**src/rtl/fetch_seq_ctrl.sv**
```systemverilog
// Fetch sequencing controller: arbitrates halt, jump, branch and load-use
// requests into PC-unit selects, pause and a one-cycle wrong-path flush.
module fetch_seq_ctrl #(
   parameter logic [31:0] END_PC    = 32'h0000_306c,
   parameter int          STALL_LEN = 1
) (
   input  logic        clk,
   input  logic        PcReSet,
   input  logic [31:0] pc,
   input  logic        load_use,
   input  logic        branch_taken,
   input  logic [31:0] branch_off,
   input  logic        jump_req,
   input  logic [25:0] jump_target,
   input  logic        halt_req,
   input  logic        resume,
   output logic        pause,
   output logic        pc_sel,
   output logic [31:0] adress,
   output logic        jump,
   output logic [25:0] jumpaddr,
   output logic        flush,
   output logic [1:0]  state,
   output logic [15:0] stall_count,
   output logic [15:0] redirect_count
);

   typedef enum logic [1:0] {
      RUN   = 2'd0,
      STALL = 2'd1,
      REDIR = 2'd2,
      HALT  = 2'd3
   } st_t;

   st_t        cur_st, nxt_st;
   logic [3:0] stall_cnt;
   logic       halt_c;
   logic       ld_stall;
   logic       redir_ev;

   function automatic logic [15:0] sat_inc(input logic [15:0] v);
      return (v == 16'hFFFF) ? v : v + 16'd1;
   endfunction

   assign halt_c   = halt_req || (pc >= END_PC);
   assign ld_stall = (cur_st == RUN) && !halt_c && !jump_req && !branch_taken && load_use;
   assign redir_ev = (cur_st == RUN) && !halt_c && (jump_req || branch_taken);
   assign state    = cur_st;

   // flush is registered so it is high exactly while the FSM sits in REDIR
   always_ff @(posedge clk or posedge PcReSet) begin
      if (PcReSet) begin
         cur_st <= RUN;
         flush  <= 1'b0;
      end else begin
         cur_st <= nxt_st;
         flush  <= (nxt_st == REDIR);
      end
   end

   always_comb begin
      nxt_st = cur_st;
      case (cur_st)
         RUN: begin
            if (halt_c)
               nxt_st = HALT;
            else if (jump_req || branch_taken)
               nxt_st = REDIR;
            else if (load_use)
               nxt_st = (STALL_LEN > 1) ? STALL : RUN;
         end
         STALL: begin
            // the RUN cycle that raised the stall already paused once
            if (stall_cnt <= 4'd1)
               nxt_st = RUN;
         end
         REDIR:   nxt_st = RUN;
         HALT: begin
            if (resume && !halt_req)
               nxt_st = RUN;
         end
         default: nxt_st = RUN;
      endcase
   end

   always_comb begin
      pause    = 1'b0;
      pc_sel   = 1'b0;
      jump     = 1'b0;
      adress   = 32'd0;
      jumpaddr = 26'd0;
      case (cur_st)
         RUN: begin
            if (halt_c)
               pause = 1'b1;
            else if (jump_req) begin
               jump     = 1'b1;
               jumpaddr = jump_target;
            end else if (branch_taken) begin
               pc_sel = 1'b1;
               adress = branch_off;
            end else if (load_use)
               pause = 1'b1;
         end
         STALL:   pause = 1'b1;
         HALT:    pause = 1'b1;
         default: pause = 1'b0;
      endcase
   end

   always_ff @(posedge clk or posedge PcReSet) begin
      if (PcReSet) begin
         stall_cnt      <= 4'd0;
         stall_count    <= 16'd0;
         redirect_count <= 16'd0;
      end else begin
         if (ld_stall)
            stall_cnt <= 4'(STALL_LEN - 1);
         else if (cur_st == STALL && stall_cnt != 4'd0)
            stall_cnt <= stall_cnt - 4'd1;
         if (ld_stall || cur_st == STALL)
            stall_count <= sat_inc(stall_count);
         if (redir_ev)
            redirect_count <= sat_inc(redirect_count);
      end
   end

endmodule

```
**config.mk**
```make
export PLATFORM = sky130hd
export DESIGN_NAME = fetch_seq_ctrl
export DESIGN_NICKNAME = d
export VERILOG_FILES = /design/src/rtl/fetch_seq_ctrl.sv
export SDC_FILE = /design/constraint.sdc
export NUM_CORES = 1
export LEC_CHECK = 0
export CAP_MARGIN = 10
export CORE_MARGIN = 10
export CORE_UTILIZATION = 37
export DETAILED_ROUTE_END_ITERATION = 6
export GPL_TIMING_DRIVEN = 0
export PLACE_DENSITY = 0.91
export SKIP_CTS_REPAIR_TIMING = 1
export SLEW_MARGIN = 0
export SYNTH_ARGS = -nofsm -noshare
export SYNTH_HDL_FRONTEND = slang
export SYNTH_SLANG_ARGS = --single-unit
```
**constraint.sdc**
```tcl
create_clock -name clk -period 6.5 [get_ports clk]
set_input_delay 1.3 -clock clk [delete_from_list [all_inputs] [get_ports clk]]
set_output_delay 1.3 -clock clk [all_outputs]
set_load 0.02 [all_outputs]
```
# Word-level counts from Yosys, hierarchy flattened

Index checks and enable logic that the tools add are counted.

Flip-flop bits (word level): 39
Latch bits: 0
RAM bits: 0
Memory bits (read-only): 0
Output and inout bits: 96
Word-level logic and storage cells: 65
Memories kept: 0

$add $sub $neg: 3
Multipliers: 0
Divide/modulo/power cells: 0
Order comparisons: 2
Equality and inequality tests: 6
Shifts and indexed selects: 0
Muxes and demuxes: 27
Bitwise gates (word level): 2
Reductions and logical operators: 20

Operators by type and width:

| operator                                                                          | count |
|---|---|
| 32-bit 2-to-1 mux                                                                 | 4 |
| 26-bit 2-to-1 mux                                                                 | 3 |
| 16-bit by 1-bit adder with 16-bit output (second input constant)                  | 2 |
| 16-bit == test (second input constant)                                            | 2 |
| 32-bit by 14-bit >= comparator with 1-bit output (second input constant)          | 1 |
| 1-bit 2-to-1 mux                                                                  | 11 |
| 2-bit 2-to-1 mux                                                                  | 5 |
| 4-bit 2-to-1 mux                                                                  | 2 |
| 2-bit case mux with 4 select lines                                                | 1 |
| 1-bit logical AND                                                                 | 7 |
| 2-bit == test (second input constant)                                             | 3 |
| 4-bit by 1-bit less-or-equal comparator with 1-bit output (second input constant) | 1 |
| 1-bit zero test                                                                   | 4 |
| 2-bit AND reduction                                                               | 2 |
| 4-bit nonzero test                                                                | 1 |
| 4-bit by 1-bit subtractor with 4-bit output (second input constant)               | 1 |
| 1-bit logical OR                                                                  | 3 |
| 2-bit by 1-bit == test with 1-bit output (second input constant)                  | 1 |
| 2-bit zero test                                                                   | 1 |
| 1-bit NOT                                                                         | 2 |
| 1-bit case mux with 2 select lines                                                | 1 |
| 2-bit nonzero test                                                                | 1 |
| 2-bit OR reduction                                                                | 1 |

# Depth between registers and ports, before layout

Word-level depth: 9
Depth in mapped cells: 7
Mapped depth without buffers: 6

# Least setup slack after synthesis

No wires, ideal clock.

Kind: input -> output
Start point: in pc[31]
End point: out adress[22]
Arrival time: 3148 ps
Data required time: 5200 ps
Slack: 2052 ps
Stages: 6
Path through: or4_1 > or2_1 > a211o_4 > nor4b_4 > buf_6 > and2_2

Word-level cells in the longest chain between the ends: 4

Ends and longest elaborated chain:

| what                                             | RTL line | text |
|---|---|---|
| start: declaration                               | 9        | `input logic [31:0] pc,` |
| 32-bit by 14-bit >= comparator with 1-bit output | 45       | `assign halt_c = halt_req \|\| (pc >= END_PC);` |
| 1-bit logical OR                                 | 45       |  |
| 32-bit 2-to-1 mux                                | 94       | `if (halt_c)` |
| 32-bit 2-to-1 mux                                | 92       | `case (cur_st)` |
| end: declaration                                 | 19       | `output logic [31:0] adress,` |

No other way between the ends.

# Worst setup path in the final report

Start point: in pc[31]
End point: out jumpaddr[6]

Word-level cells in the longest chain between the ends: 4

Ends and longest elaborated chain:

| what                                             | RTL line | text |
|---|---|---|
| 32-bit by 14-bit >= comparator with 1-bit output | 45       |  |
| 1-bit logical OR                                 | 45       |  |
| 26-bit 2-to-1 mux                                | 94       |  |
| 26-bit 2-to-1 mux                                | 92       |  |
| end: declaration                                 | 21       | `output logic [25:0] jumpaddr,` |

No other way between the ends.

==> results.json <==
{
  "synth_top_flop_cell": "dfrtp_1",
  "fp.dieArea_um2": 10800,
  "crit_path_cell_trace": "clkdlybuf4s50_1, or4_1, or2_1, a211o_4, nor3_4, clkbuf_1, and2_1, clkdlybuf4s50_1",
  "nets": 582,
  "regArea_um2": 976,
  "crit_buf_inv": 3,
  "postLayoutSetupSlackWorst_ns": 0.924,
  "die_y_um": 104,
  "cts.clk_slew.worst_paths_ns": 0.08,
  "place.gp.congestion": 0.851,
  "top_usage_layer": "met2",
  "cp-start-kind": "primary input",
  "worstMarginPinSlew_ns": 0.798,
  "wl_per_cell_um": 18.2,
  "multiInputGateArea_um2": 1540,
  "final_cell_mix": "clkdlybuf4s50_1 (190), and2_1 (49), dfrtp_1 (39)",
  "use_met3_pct": 4.52,
  "crit_fanout": 10,
  "syn_nets": 385,
  "rows": 30,
  "finalPower_uw": 827,
  "antenna_found_initial": 0,
  "clock_path_buffers": 2,
  "cp.required_ns": 5.20,
  "grtUsageMet2_pct": 37.3,
  "die_x_um": 104,
  "drive_above_1_share_pct": 8.11,
  "cts.sinks": 39,
  "crit_type": "in -> out",
  "period_share_pct": 85.8,
  "leakage_uw": 0.00186,
  "area_growth_pct": 81.5,
  "yosys_warnings": 0,
  "use_met1_pct": 19.3,
  "crit_top_cell": "clkdlybuf4s50_1",
  "ys_seq_elements": 39,
  "crit_path_end_kind": "output pin",
  "fin_skew_ns": 0.0114,
  "avgSynthCellArea_um2": 9.22,
  "cts-htree-levels": 2,
  "grt_util_all_layers_pct": 18.8,
  "grt_overflow": 0,
  "clk_latency_ns": 0.30,
  "rrSetupSlack_ns": 3.99,
  "wl_um": 10500,
  "drtAntennaViolNets": 0,
  "critical-path-max-stage-delay_ns": 0.65,
  "pre_cts_slack_ns": 0.930,
  "ios": 193,
  "period_minus_slack_ns": 5.58,
  "num_vias": 2830,
  "max_slew_margin_pct": 46.7,
  "power_density_nw_per_um2": 175,
  "remaining_drc_errors": 0,
  "hold_violations": 0,
  "async_reset_ff_share_pct": 100,
  "diodes": 0,
  "grt_pass1_vias": 3020,
  "portBuffers": 190,
  "fmax_mhz": 179,
  "synth_cell_types": 45,
  "cts_root_buf": "clkbuf_8",
  "dpl.hpwl_um": 8810,
  "grt_pass1_wl_um": 16600,
  "ir_drop_v": 0.000255,
  "coreArea_um2": 6830,
  "drv_slew": 0,
  "finalSetupTns_ns": 0,
  "final_common_cell": "clkdlybuf4s50_1",
  "synth_edf_count": 0,
  "tritoncts": "done",
  "num-fill-cells": 564,
  "synthCells": 283,
  "outcome": "completed",
  "worstHoldPathType": "reg -> reg",
  "grt_setup_unrepaired": "false",
  "cts_buffers": 5,
  "drt-pass1-iter-count": 4,
  "worst_path_dominant_cell_family": "buffers and inverters",
  "arrival_ns": 4.28,
  "crit_slowest_cell": "clkdlybuf4s50_1",
  "drv_cap": 0,
  "syn_area_um2": 2610,
  "yosysSeqAreaShare_pct": 37.4,
  "vias_per_cell": 4.90,
  "initial_core_util_pct": 38.2,
  "grt_start_max_net_pins": 40,
  "finalSetupViolations": 0,
  "drt_iter0_drc": 93
}
==> cell families after synthesis <==
logic type	share of synthesized area, %
AOI/OAI and AO/OA	10.4
muxes	1.73
buffers and inverters	3.45
DFF	37.4
xor gates and xnor gates	9.74
adders and majority gates	2.40
and+or+nand+nor	34.9
==> synthesized netlist by cell type, types with 6 or more instances <==
cell,count,area [um2]
nor4_1,6,37.5
and2_1,49,307
nor3_1,7,35.0
nand3_1,14,70.1
nor2_1,17,63.8
nand4_1,11,68.8
o211ai_1,7,52.6
nand2_1,15,56.3
xnor2_1,24,210
and3_1,10,62.6
inv_1,9,33.8
dfrtp_1,39,976
and2_2,12,90.1
==> metrics by stage <==
| step | instances | instance area (um2) | hold slack, ns | utilization [%] |
|---|---|---|---|---|
| 2_1_floorplan | 283 | 2610 | 0.506 | - |
| 3_3_place_gp | 569 | 4630 | 0.485 | 67.8 |
| 3_5_place_dp | 569 | 4630 | 0.488 | 67.8 |
| 4_1_cts | 577 | 4730 | 0.502 | 69.3 |
| 5_1_grt | 577 | 4730 | 0.530 | 69.3 |
| 6_report | 577 | 4730 | 0.507 | 69.3 |
==> area by class of cell <==
class	instances	area share [%]
Buffer	8	1.19
Clock buffer	7	2.03
Clock inverter	1	0.159
Inverter	9	0.714
Multi-Input combinational cell	227	32.6
Sequential cell	39	20.6
Tap cell	96	2.54
Timing Repair Buffer	190	40.2
==> layer usage <==
metal / vias up / routed length [um]
li1: 1384 / -
met1: 1343 / 3830
met2: 93 / 6020
met3: 10 / 545
met4: 0 / 85
met5: - / 0
==> worst paths after layout <==
path | to | from | cells after the start
hold / removal | stall_count[14] | stall_count[14] | 1
min in group asynchronous | redirect_count[2] | PcReSet | 2
max in group asynchronous | stall_cnt[1] | PcReSet | 2
setup / recovery | jumpaddr[6] | pc[31] | 8
setup reg to reg | stall_count[1] | state[0] | 5
hold reg to reg | stall_count[14] | stall_count[14] | 1
==> report_power, final <==
| part | internal, uW | switching, uW |
|---|---|---|
| registers | 280 | 49.6 |
| logic | 160 | 152 |
| clock network | 96.6 | 88.3 |
==> registers in the layout, indices dropped and copies added, names as in the netlist <==
| signal | flops |
|---|---|
| stall_cnt | 4 |
| redirect_count | 16 |
| state | 2 |
| stall_count | 16 |
| flush | 1 |
Note: power is estimated with default switching activity, not from simulation.
